[src/rtl/mem_port_arbiter.sv]
`default_nettype none
// ============================================================================
//  Module      : mem_port_arbiter
//  Description : Shares one single-port memory between the CPU fetch port
//                (read-only) and the data port (read/write). The data port
//                has priority, and a starvation counter guarantees fetch
//                progress. Each transaction runs IDLE -> BUSY -> RESP.
//  Revision    : 1.0  initial release
// ============================================================================
module mem_port_arbiter #(
    parameter int ADDR_W     = 32,
    parameter int DATA_W     = 32,
    parameter int STARVE_MAX = 3
) (
    input  logic              clk_i,
    input  logic              rst_i,
    // fetch port
    input  logic              if_req_i,
    input  logic [ADDR_W-1:0] if_addr_i,
    output logic [DATA_W-1:0] if_rdata_o,
    output logic              if_ack_o,
    output logic              if_stall_o,
    // data port
    input  logic              dm_req_i,
    input  logic              dm_we_i,
    input  logic [ADDR_W-1:0] dm_addr_i,
    input  logic [DATA_W-1:0] dm_wdata_i,
    output logic [DATA_W-1:0] dm_rdata_o,
    output logic              dm_ack_o,
    output logic              dm_stall_o,
    // memory side
    output logic              mem_req_o,
    output logic              mem_we_o,
    output logic [ADDR_W-1:0] mem_addr_o,
    output logic [DATA_W-1:0] mem_wdata_o,
    input  logic [DATA_W-1:0] mem_rdata_i,
    input  logic              mem_ready_i,
    // arbitration status
    output logic              grant_o
);

    localparam logic [3:0] c_STARVE_MAX = 4'(STARVE_MAX);

    typedef enum logic [1:0] {
        S_IDLE = 2'd0,
        S_BUSY = 2'd1,
        S_RESP = 2'd2
    } state_t;

    state_t            r_state;
    logic              r_grant;
    logic              r_we;
    logic              r_mem_req;
    logic              r_if_ack;
    logic              r_dm_ack;
    logic [ADDR_W-1:0] r_addr;
    logic [DATA_W-1:0] r_wdata;
    logic [DATA_W-1:0] r_if_rdata;
    logic [DATA_W-1:0] r_dm_rdata;
    logic [3:0]        r_starve_cnt;

    logic              w_any_req;
    logic              w_pick_dm;
    logic              w_fetch_starved;

    // Winner selection: data first, unless fetch has waited out its budget
    assign w_fetch_starved = (r_starve_cnt == c_STARVE_MAX);
    assign w_any_req       = if_req_i | dm_req_i;
    assign w_pick_dm       = dm_req_i & (~if_req_i | ~w_fetch_starved);

    // Transaction sequencer: arbitrate, hold the access until ready, ack once
    always_ff @(posedge clk_i) begin
        if (!rst_i) begin
            r_state      <= S_IDLE;
            r_grant      <= 1'b0;
            r_we         <= 1'b0;
            r_mem_req    <= 1'b0;
            r_if_ack     <= 1'b0;
            r_dm_ack     <= 1'b0;
            r_addr       <= '0;
            r_wdata      <= '0;
            r_if_rdata   <= '0;
            r_dm_rdata   <= '0;
            r_starve_cnt <= 4'd0;
        end else begin
            // acks are single-cycle pulses; only BUSY->RESP raises one
            r_if_ack <= 1'b0;
            r_dm_ack <= 1'b0;
            case (r_state)
                S_IDLE: begin
                    if (w_any_req) begin
                        r_state   <= S_BUSY;
                        r_mem_req <= 1'b1;
                        r_grant   <= w_pick_dm;
                        if (w_pick_dm) begin
                            r_we    <= dm_we_i;
                            r_addr  <= dm_addr_i;
                            r_wdata <= dm_wdata_i;
                            // fetch lost while asking; saturating guard
                            if (if_req_i && !w_fetch_starved) begin
                                r_starve_cnt <= r_starve_cnt + 4'd1;
                            end
                        end else begin
                            r_we         <= 1'b0;
                            r_addr       <= if_addr_i;
                            r_starve_cnt <= 4'd0;
                        end
                    end
                end
                S_BUSY: begin
                    if (mem_ready_i) begin
                        r_state   <= S_RESP;
                        r_mem_req <= 1'b0;
                        if (r_grant) begin
                            r_dm_ack <= 1'b1;
                            // writes leave the data-port read register intact
                            if (!r_we) begin
                                r_dm_rdata <= mem_rdata_i;
                            end
                        end else begin
                            r_if_ack   <= 1'b1;
                            r_if_rdata <= mem_rdata_i;
                        end
                    end
                end
                S_RESP: begin
                    // ack cycle: no arbitration so a held request is not reissued
                    r_state <= S_IDLE;
                end
                default: begin
                    r_state   <= S_IDLE;
                    r_mem_req <= 1'b0;
                end
            endcase
        end
    end

    assign mem_req_o   = r_mem_req;
    assign mem_we_o    = r_we;
    assign mem_addr_o  = r_addr;
    assign mem_wdata_o = r_wdata;
    assign if_rdata_o  = r_if_rdata;
    assign dm_rdata_o  = r_dm_rdata;
    assign if_ack_o    = r_if_ack;
    assign dm_ack_o    = r_dm_ack;
    assign grant_o     = r_grant;

    // Pipeline freeze while a port has an unanswered request
    assign if_stall_o = if_req_i & ~r_if_ack;
    assign dm_stall_o = dm_req_i & ~r_dm_ack;

endmodule
`default_nettype wire

[config.mk]
export PLATFORM = sky130hd
export DESIGN_NAME = mem_port_arbiter
export DESIGN_NICKNAME = d
export VERILOG_FILES = /design/src/rtl/mem_port_arbiter.sv
export SDC_FILE = /design/constraint.sdc
export NUM_CORES = 1
export LEC_CHECK = 0
export ABC_AREA = 1
export CAP_MARGIN = 5
export CORE_UTILIZATION = 40
export CTS_CLUSTER_SIZE = 16
export DETAILED_ROUTE_END_ITERATION = 16
export PLACE_DENSITY = 0.79
export SLEW_MARGIN = 30
export SYNTH_ARGS = -nofsm -noshare
export SYNTH_HDL_FRONTEND = slang
export SYNTH_SLANG_ARGS = --single-unit
export TNS_END_PERCENT = 5
[constraint.sdc]
create_clock -name clk_i -period 3 [get_ports clk_i]
set_clock_uncertainty 0.05 [all_clocks]
set_input_delay 0.45 -clock clk_i [delete_from_list [all_inputs] [get_ports clk_i]]
set_output_delay 0.45 -clock clk_i [all_outputs]
set_load 0.03 [all_outputs]
==> key figures <==
Power and ir drop
  – PD cells: 583 mW/mm^2
  – Cell leakage power: 3.70 nW
  – Maximum resistive drop on vdd: 403 uV

CTS
  – Number of clock sinks: 139
  – CTS Buf Count: 17
  – Cts-stage hold buffer count: 0
  – Insertion delay to the later sink of the worst-skew pair: 0.42 ns
  – CTS tree: done
  – Clk Tree Root Cell: clkbuf_16
  – Number of gates resized after cts: 0
  – Clk pin slew, worst setup/hold paths: 0.05 ns
  – Largest buffer count on any clock path: 2
  – Number of H-tree branching levels: 4
  – Post-CTS Setup Repair Bufs: 0

Worst setup path
  – Startpoint kind of the worst setup timing path: primary input
  – Setup CP Type: in2out
  – Register-to-Register Path Depth: 6
  – Required time reported for the critical path endpoint: 2.50 ns
  – Peak fanout along the critical path: 4
  – Capturing element type of the critical path: output pin
  – Worst EP arrival: 1.89 ns

Timing
  – Clock period minus final worst setup slack: 2.39 ns
  – Sum of negative setup slack: 0 ns
  – Post-Route Hold Slack: 0.408 ns
  – Final max-slew violation count: 0
  – Slew @ Worst Pin: 0.789 ns
  – Final worst path period share: 0.796
  – RSZ-0062 raised after global routing: no
  – Setup-violating endpoint count in the final report: 0
  – Number of endpoints with negative hold slack in the final report: 0
  – Worst slew margin relative to its limit: 0.474
  – Highest attainable clock frequency: 419 MHz

Job
  – Number of max-capacitance violations reported: 0

Finish
  – Fill cell total of the finished layout: 1138
  – Nets: 1150
  – Utilization after layout: 0.664
  – Area growth from synthesis to layout: 59.5%
  – Area of all placed cells without fillers: 0.00893 mm^2
  – Number of inserted diodes: 0
  – Layout cell share with drive strength beyond 1: 0.0584

GRT
  – Global-route wire length before repair: 28200 um
  – Pin count of the biggest net entering global routing: 68
  – Overflow left after global routing: 0
  – Number of global-route vias before repair: 5591
  – Initial antenna violation count: 0
  – Overall Global Routing Usage: 0.248

Floorplan
  – DIE AREA: 0.0145 mm^2
  – Effective utilization at floorplan: 0.416
  – Die Wd: 120 um
  – Core Region: 0.0135 mm^2
  – Die H: 120 um
  – # IOs: 269
  – Cell row count: 42

Detailed routing
  – Iteration-0 DRC Markers: 358
  – DRC violation count after routing: 0
  – Vias post-DR: 5852
  – Avg WL per Cell: 14.9 um
  – Overall routed net length: 17900 um
  – Number of antenna-violating nets in the routed design: 0
  – Pre-Repair DR Iteration Count: 5
  – Via density: 4.86

Synth
  – Average cell area after synthesis: 7.23 um^2
  – Post-synthesis cell type count: 24
  – Summed instance area of the synthesized netlist: 0.00560 mm^2
  – Sequential cell area fraction in the yosys report: 0.497
  – Post-synth net total: 909
  – Synthesized flop and latch total: 139
  – Ys Warns: 0
  – Post-synthesis cell count: 774

Placed design
  – Placed Instance Area: 0.00836 mm^2
  – Routability cong.: 0.768
  – Number of port buffers: 268
  – Post-detailed-placement half-perimeter wirelength: 12100 um

Run status
  – Run status: complete, no violations

Min path
  – WHS Path Cells: 2
  – HP Class: reg2reg
[critical path, stage by stage]
cell	delay, ns
clkdlybuf4s50_1	0.57
inv_1	0.07
nor2_1	0.10
clkdlybuf4s50_1	0.69
[cell usage in the layout (no fill, tap or decap), drive strengths merged]
cell / Yosys / final
a21oi: 36 / 36
dfxtp: 139 / 139
nand3: 69 / 69
nand4: 32 / 32
nand2: 111 / 111
nor3: 33 / 33
bufinv: 0 / 1
o21bai: 1 / 1
clkinvlp: 0 / 1
clkbuf: 32 / 25
ha: 1 / 1
buf: 29 / 17
or2: 3 / 3
inv: 43 / 44
nor2: 177 / 177
clkinv: 1 / 5
o21ai: 67 / 67
clkdlybuf4s50: 0 / 266
[area by class of cell]
type	instances	area (um^2)	area share
clock inverters	7	62.6	0.00701
multi-input cells	530	2380	0.267
repair buffers	283	2810	0.315
well taps	176	220	0.0247
inverters	44	165	0.0185
clock buffers	25	505	0.0566
flip-flops and latches	139	2780	0.312
[report_power, final]
group	internal, W	total (W)	switching, W	leakage (nW)
combinational	0.000508	0.00116	0.000655	2.28
sequential	0.00198	0.00204	0.0000653	1.14
clock	0.00124	0.00200	0.000757	0.283
total	0.00373	0.00521	0.00148	3.70
[sequential cells by signal, indices dropped and copies added (netlist names)]
name          count
dm_ack_o          1
dm_rdata_o       32
mem_we_o          1
mem_wdata_o      32
if_ack_o          1
if_rdata_o       32
r_starve_cnt      4
r_state           2
mem_req_o         1
grant_o           1
mem_addr_o       32
[per-layer routing]
layer | track usage | vias to the layer above | part of all wire
met5 | 0 | - | 0
met3 | 0.0925 | 30 | 0.096
met1 | 0.287 | 2607 | 0.42
li1 | - | 3001 | -
met2 | 0.401 | 214 | 0.46
met4 | 0.123 | 0 | 0.027
[synth_stat cells]
master      n  area [um^2]
buf_2      22          110
nor3_1     33          165
inv_1      39          146
nand4_1    32          200
clkbuf_1   32          120
nor2_2      2         12.5
nor2_1    173          649
or2_2       2         12.5
nand3_1    68          340
nand2_1   110          413
o21bai_1    1         7.51
ha_1        1         12.5
buf_4       5         37.5
buf_1       2         7.51
inv_2       4         15.0
nand2_2     1         6.26
o21ai_0    52          260
or2_0       1         6.26
nor2_4      2         22.5
nand3_2     1         10.0
clkinv_1    1         3.75
dfxtp_1   139         2780
a21oi_1    36          180
o21ai_1    15         75.1
[per-stage QoR]
| stage | power, W | setup slack (ns) | instances |
|---|---|---|---|
| floorplan | 0.00271 | 1.00 | 774 |
| global placement | 0.00323 | 0.567 | 1172 |
| detailed placement | 0.00324 | 0.607 | 1172 |
| CTS | 0.00525 | 0.588 | 1204 |
| global route | 0.00544 | 0.524 | 1204 |
| finish | 0.00521 | 0.612 | 1204 |
[cells by family after synthesis]
kind of cell | after synthesis | share of synthesized area
buffers and inverters | 105 | 0.0787
and+or+nand+nor | 425 | 0.328
AOI/OAI and AO/OA | 104 | 0.0934
DFF | 139 | 0.497
adders and majority gates | 1 | 0.00224
[worst paths after layout]
| path | to | slack, ns | start |
|---|---|---|---|
| max reg2reg | dm_rdata_o[12] | 1.04 | grant_o |
| min reg2reg | mem_wdata_o[4] | 0.41 | mem_wdata_o[4] |
| min | mem_wdata_o[4] | 0.41 | mem_wdata_o[4] |
| max | if_stall_o | 0.61 | if_req_i |
(Power assumes the default switching activity.)
